===== src/rtl/pd_rx_multi_sop.sv =====
// USB-PD protocol-layer receiver for up to N_SOP SOP* types.
// Stages PHY bytes, acknowledges with GoodCRC, tracks MessageIDs, buffers messages.
module pd_rx_multi_sop #(
  parameter int N_SOP        = 3,
  parameter int SOPW         = 3,
  parameter int BUF_DEPTH    = 32,
  parameter int CNTW         = 6,
  parameter int GCRC_TIMEOUT = 255
) (
  input  logic            clk,
  input  logic            hard_reset,
  input  logic [7:0]      MESSAGE_HEADER_INFO,
  input  logic [7:0]      RECEIVE_DETECT,
  input  logic            phy_rx_sop,
  input  logic [SOPW-1:0] phy_rx_sop_type,
  input  logic            phy_rx_valid,
  input  logic [7:0]      phy_rx_data,
  input  logic            phy_rx_eom,
  input  logic            phy_rx_crc_err,
  input  logic            phy_rx_hard_reset,
  input  logic            GoodCRC_Transmission_Complete,
  input  logic            rx_buf_rd,
  input  logic            rx_alert_clr,
  output logic            tx_goodcrc_req,
  output logic [7:0]      TX_BUF_HEADER_BYTE_0,
  output logic [7:0]      TX_BUF_HEADER_BYTE_1,
  output logic            rx_msg_ready,
  output logic [SOPW-1:0] rx_sop_out,
  output logic [CNTW-1:0] rx_byte_count,
  output logic [7:0]      rx_buf_data,
  output logic            phy_rx_goodcrc,
  output logic            RECEIVE_DETECT_retro
);

  localparam int TW = $clog2(GCRC_TIMEOUT + 1);
  localparam int AW = $clog2(BUF_DEPTH);

  typedef enum logic [2:0] {
    IDLE, RECV, CHECK, GCRC, STORE, DROP
  } state_t;

  state_t          state;
  logic [7:0]      stage [BUF_DEPTH];
  logic [7:0]      rbuf  [BUF_DEPTH];
  logic [CNTW-1:0] wp;
  logic [CNTW-1:0] rp;
  logic [SOPW-1:0] cur_sop;
  logic [TW-1:0]   tmr;
  logic [N_SOP-1:0] id_valid;
  logic [2:0]      id_val [N_SOP];

  logic [4:0] h_type;
  logic [2:0] h_ndo;
  logic [2:0] h_id;
  logic       is_gcrc;
  logic       is_srst;
  logic       sop_ok;
  logic       id_hit;
  logic       dup;
  logic       hr_det;
  logic       is_sop;
  logic       unused_ok;

  assign h_type  = stage[0][4:0];
  assign h_ndo   = stage[1][6:4];
  assign h_id    = stage[1][3:1];
  assign is_gcrc = (h_ndo == 3'd0) && (h_type == 5'h01);
  assign is_srst = (h_ndo == 3'd0) && (h_type == 5'h0D);
  assign dup     = id_hit && !is_srst;
  assign hr_det  = phy_rx_hard_reset && RECEIVE_DETECT[5];
  assign is_sop  = (cur_sop == '0);

  assign rx_buf_data = (rp < CNTW'(BUF_DEPTH)) ? rbuf[rp[AW-1:0]] : 8'h00;

  assign unused_ok = ^{MESSAGE_HEADER_INFO, RECEIVE_DETECT};

  // Incoming SOP* type is handled and enabled by RECEIVE_DETECT
  always_comb begin
    sop_ok = 1'b0;
    for (int i = 0; i < N_SOP; i++)
      if (phy_rx_sop_type == SOPW'(i) && RECEIVE_DETECT[i])
        sop_ok = 1'b1;
  end

  // Stored MessageID of the current SOP type matches the staged header
  always_comb begin
    id_hit = 1'b0;
    for (int i = 0; i < N_SOP; i++)
      if (cur_sop == SOPW'(i))
        id_hit = id_valid[i] && (id_val[i] == h_id);
  end

  // Receive FSM, MessageID table, buffer and all registered outputs
  always_ff @(posedge clk or posedge hard_reset) begin
    if (hard_reset) begin
      state                <= IDLE;
      wp                   <= '0;
      rp                   <= '0;
      cur_sop              <= '0;
      tmr                  <= '0;
      id_valid             <= '0;
      tx_goodcrc_req       <= 1'b0;
      TX_BUF_HEADER_BYTE_0 <= 8'h00;
      TX_BUF_HEADER_BYTE_1 <= 8'h00;
      rx_msg_ready         <= 1'b0;
      rx_sop_out           <= '0;
      rx_byte_count        <= '0;
      phy_rx_goodcrc       <= 1'b0;
      RECEIVE_DETECT_retro <= 1'b0;
      for (int i = 0; i < N_SOP; i++)
        id_val[i] <= 3'd0;
      for (int i = 0; i < BUF_DEPTH; i++) begin
        stage[i] <= 8'h00;
        rbuf[i]  <= 8'h00;
      end
    end else if (hr_det) begin
      state                <= IDLE;
      id_valid             <= '0;
      tx_goodcrc_req       <= 1'b0;
      rx_msg_ready         <= 1'b0;
      rx_byte_count        <= '0;
      rp                   <= '0;
      phy_rx_goodcrc       <= 1'b0;
      RECEIVE_DETECT_retro <= 1'b1;
    end else begin
      phy_rx_goodcrc       <= 1'b0;
      RECEIVE_DETECT_retro <= 1'b0;

      if (rx_buf_rd && rx_byte_count != '0) begin
        rp            <= rp + 1'b1;
        rx_byte_count <= rx_byte_count - 1'b1;
      end
      if (rx_alert_clr) begin
        rx_msg_ready  <= 1'b0;
        rx_byte_count <= '0;
        rp            <= '0;
      end

      case (state)
        IDLE: begin
          if (phy_rx_sop) begin
            cur_sop <= phy_rx_sop_type;
            wp      <= '0;
            state   <= (sop_ok && !rx_msg_ready) ? RECV : DROP;
          end
        end
        RECV: begin
          if (phy_rx_sop) begin
            cur_sop <= phy_rx_sop_type;
            wp      <= '0;
            state   <= sop_ok ? RECV : DROP;
          end else if (phy_rx_crc_err) begin
            state <= IDLE;
          end else if (phy_rx_eom) begin
            state <= (wp < CNTW'(2)) ? IDLE : CHECK;
          end else if (phy_rx_valid) begin
            if (wp == CNTW'(BUF_DEPTH)) begin
              state <= DROP;
            end else begin
              stage[wp[AW-1:0]] <= phy_rx_data;
              wp                <= wp + 1'b1;
            end
          end
        end
        CHECK: begin
          if (is_gcrc) begin
            phy_rx_goodcrc <= 1'b1;
            state          <= IDLE;
          end else begin
            TX_BUF_HEADER_BYTE_0 <= {MESSAGE_HEADER_INFO[2:1],
                                     is_sop & MESSAGE_HEADER_INFO[3],
                                     5'b00001};
            TX_BUF_HEADER_BYTE_1 <= {4'b0000, h_id,
                                     is_sop ? MESSAGE_HEADER_INFO[0]
                                            : MESSAGE_HEADER_INFO[4]};
            tx_goodcrc_req <= 1'b1;
            tmr            <= '0;
            state          <= GCRC;
          end
        end
        GCRC: begin
          if (GoodCRC_Transmission_Complete) begin
            tx_goodcrc_req <= 1'b0;
            if (dup) begin
              state <= IDLE;
            end else begin
              // Soft_Reset clears then rewrites the entry: net effect is valid
              for (int i = 0; i < N_SOP; i++)
                if (cur_sop == SOPW'(i)) begin
                  id_valid[i] <= 1'b1;
                  id_val[i]   <= h_id;
                end
              state <= STORE;
            end
          end else if (tmr == TW'(GCRC_TIMEOUT - 1)) begin
            tx_goodcrc_req <= 1'b0;
            state          <= IDLE;
          end else begin
            tmr <= tmr + 1'b1;
          end
        end
        STORE: begin
          rbuf          <= stage;
          rx_byte_count <= wp;
          rp            <= '0;
          rx_sop_out    <= cur_sop;
          rx_msg_ready  <= 1'b1;
          state         <= IDLE;
        end
        DROP: begin
          if (phy_rx_eom || phy_rx_crc_err)
            state <= IDLE;
        end
        default: state <= IDLE;
      endcase
    end
  end

endmodule


===== config.mk =====
export PLATFORM = sky130hd
export DESIGN_NAME = pd_rx_multi_sop
export DESIGN_NICKNAME = d
export VERILOG_FILES = /design/src/rtl/pd_rx_multi_sop.sv
export SDC_FILE = /design/constraint.sdc
export NUM_CORES = 1
export LEC_CHECK = 0
export ABC_AREA = 1
export CORE_ASPECT_RATIO = 0.75
export CORE_UTILIZATION = 50
export CTS_CLUSTER_SIZE = 28
export DETAILED_ROUTE_END_ITERATION = 8
export PLACE_DENSITY = 0.69
export SYNTH_ARGS = -nofsm -noshare
export SYNTH_HDL_FRONTEND = slang
export SYNTH_SLANG_ARGS = --single-unit

===== constraint.sdc =====
create_clock -name clk -period 17.5 [get_ports clk]
set_input_delay 2.625 -clock clk [delete_from_list [all_inputs] [get_ports clk]]
set_output_delay 2.625 -clock clk [all_outputs]
set_load 0.005 [all_outputs]

==> reports/summary.txt <==
Vias per cell: 5.410
Dpl cells: 3504
Async SR Flop Fraction: 100.0%
Max VDD drop: 0.00009236 V
Min-delay worst type: register to register
Drc violations: 0
Slowest CP cell: buf_4
Initial detailed-routing violation count: 1879
Clk buf depth: 3
Pre-Repair DR Iteration Count: 6
Post-synth EDFFs: 0
Synth area leader: dfrtp_1
Detailed-route wire length per cell: 17.47 um
Initial Util: 50.89%
CTS sink cnt: 571
Share of cells above drive strength 1: 5.254%
Antenna viol nets, final: 0
Number of global-route vias before repair: 18610
Die H: 195.3 um
Initial antenna violation count: 0
I/O Pins: 74
Die W: 259.8 um
Cell count after synthesis: 2955
Number of unique standard cell types used by synthesis: 37
Final Critical Period: 7263 ps
Post-CTS Resized: 0
Crit Path Class: register to output pin
Root Buffer: clkbuf_16
Fin. Hold Viols: 0
Syn avg cell area: 8.432 um^2
Required time worst endpoint: 14880 ps
Setup slack after layout: 10240 ps
Filler Cell Count: 4283
Cell area after synthesis: 0.02492 mm^2
RSZ-0062 raised after global routing: false
Seq cells post-synth: 571
Leak Pwr: 13.51 nW
GP Congestion: 0.8835
Final period util: 41.50%
Maxcap violations: 0
Pin count of the biggest net entering global routing: 198
Synth top cells by count: nand2_1, o21ai_0, dfrtp_1, inv_1, clkbuf_1
DP Worst Slack: 11010 ps
Synth warn: 0
CTS tree: built
Cts bufs inserted: 54
CP Max Fanout: 68
Post-CTS Hold Buffers: 0
Clock Skew: 20.53 ps
FP Rows: 70
Skew-Pair Late Insertion Delay: 620 ps
Fin Hold WS: 464.8 ps
Post-DP HPWL: 37670 um
Total setup buffers inserted after CTS: 0
DP Area: 0.02566 mm^2
DR vias: 19460
Synth top area cells: dfrtp_1, nand2_1, o21ai_0
Critical Path Source Type: register
Full die area: 0.05074 mm^2
Total negative slack: 0 ps
CP Capture Type: output pin
Clock transition at path regs: 70 ps
Grt total ovfl: 0
Final Non-Filler Cells: 3598
GRT Util Overall: 25.52%
Layout area overhead: 9.902%
Core area: 0.04896 mm^2
Worst Path Arrival: 4640 ps
Nets@finish: 2958
Max-slew violations: 0
Design area: 0.02739 mm^2
Post-synthesis sequential area ratio: 57.34%
Power per Cell Area: 145.9 mW/mm^2
Rel. slew slack: 21.52%
Outcome: completed
FMAX: 0.1377 GHz
Routed WL: 62850 um
Ordered list of cells on the worst path: inv_4 -> buf_4 -> a21boi_0 -> o211ai_1 -> nand3_1 -> a21oi_1 -> clkdlybuf4s50_1
Slew @ Worst Pin: 1177 ps
Worst path max stage delay: 720 ps
Antenna fix cells: 0
Final Setup Violations: 0
H-tree depth: 2
Port bufs: 58
Ys flop type: dfrtp_1
First-pass GRT wire length: 101600 um
Most frequent cell after synthesis: nand2_1
Synth top area share: 57.34%
[power breakdown]
group	total, mW	switching [mW]	internal, mW
Combinational	0.960	0.610	0.350
Sequential	1.87	0.203	1.67
Clock	1.16	0.512	0.649
[logic make-up after synthesis]
family          share of synthesized area, %
other cells                          0.01505
xor+xnor                              0.2812
flops                                  57.34
buf+inv                                7.838
mux                                   0.1306
simple gates                           19.29
fa+ha+maj                             0.4519
compound gates                         14.65
[area by class of cell]
type / count / area (um^2) / area share [%]
Clock buffer: 77 / 1559 / 5.693
Clock inverter: 17 / 167.7 / 0.6122
Inverter: 312 / 1177 / 4.299
Multi-Input combinational cell: 1900 / 8712 / 31.81
Sequential cell: 571 / 14290 / 52.19
Tap cell: 648 / 810.8 / 2.961
Timing Repair Buffer: 73 / 665.6 / 2.431
[layer usage]
layer  routed length, um  share of wire [%]  GRT usage (%)  vias to the layer above
li1                    -                  -              -                     9279
met1               28590                 45          37.68                     9408
met2               27520                 44          37.66                      657
met3                4755                7.6          4.556                      120
met4                1981                3.2          9.259                        0
met5                   0                  0              0                        -
[through the flow]
stage | power (mW) | util (%)
after floorplan | 2.517 | -
after global placement | 2.805 | 52.41
after detailed placement | 2.848 | 52.41
after CTS | 4.017 | 55.93
after global routing | 4.255 | 55.93
final | 3.995 | 55.93
[registers in the layout, summed over array words and instances, names as in the netlist]
signal and flops:
rp 6, h_type 5, id_val 9, h_ndo 3, h_id 3, TX_BUF_HEADER_BYTE_0 4, rx_byte_count 6, id_valid 3
tx_goodcrc_req 1, wp 6, RECEIVE_DETECT_retro 1, rx_msg_ready 1, state 3, phy_rx_goodcrc 1, TX_BUF_HEADER_BYTE_1 4, rx_sop_out 3
rbuf 256, cur_sop 3, stage 245, tmr 8
[worst max-delay path: cells and delay by family, from the launching register on]
family          cells  cell delay (ps)
flops               1              700
buf+inv             3             1980
simple gates        1              110
compound gates      3             1090
[final timing paths]
path,slack (ps),endpoint,from,cells past startpoint
min in group asynchronous,2660,stage[156]$_DFFE_PP0P_,hard_reset,3
worst max-delay path,10240,rx_buf_data[4],rp[0]$_DFFE_PP0P_,7
worst min register to register,460,rbuf[237]$_DFFE_PP0P_,stage[237]$_DFFE_PP0P_,2
worst max register to register,13810,rbuf[43]$_DFFE_PP0P_,state[1]$_DFFE_PP0P_,7
worst min-delay path,460,rbuf[237]$_DFFE_PP0P_,stage[237]$_DFFE_PP0P_,2
max in group asynchronous,12200,rbuf[76]$_DFFE_PP0P_,hard_reset,5
[layout by cell type, fill, tap and decap left out, drive strengths merged]
cell / netlist / final
and3: 1 / 1
dfrtp: 571 / 571
conb: 1 / 8
o31ai: 2 / 2
mux2i: 1 / 1
o21ai: 588 / 588
o211ai: 8 / 8
clkdlybuf4s50: 0 / 50
nand2: 903 / 903
xor2: 8 / 8
ha: 9 / 9
nor2: 137 / 137
nand3b: 1 / 1
buf: 50 / 23
clkbuf: 129 / 77
o22a: 1 / 1
clkinvlp: 0 / 2
a21oi: 77 / 77
bufinv: 0 / 2
nand3: 74 / 74
a211oi: 1 / 1
a21boi: 7 / 7
o22ai: 28 / 28
nand4: 16 / 16
mux2: 2 / 2
inv: 311 / 312
clkinv: 1 / 13
nor3: 28 / 28
(Power assumes the default switching activity.)
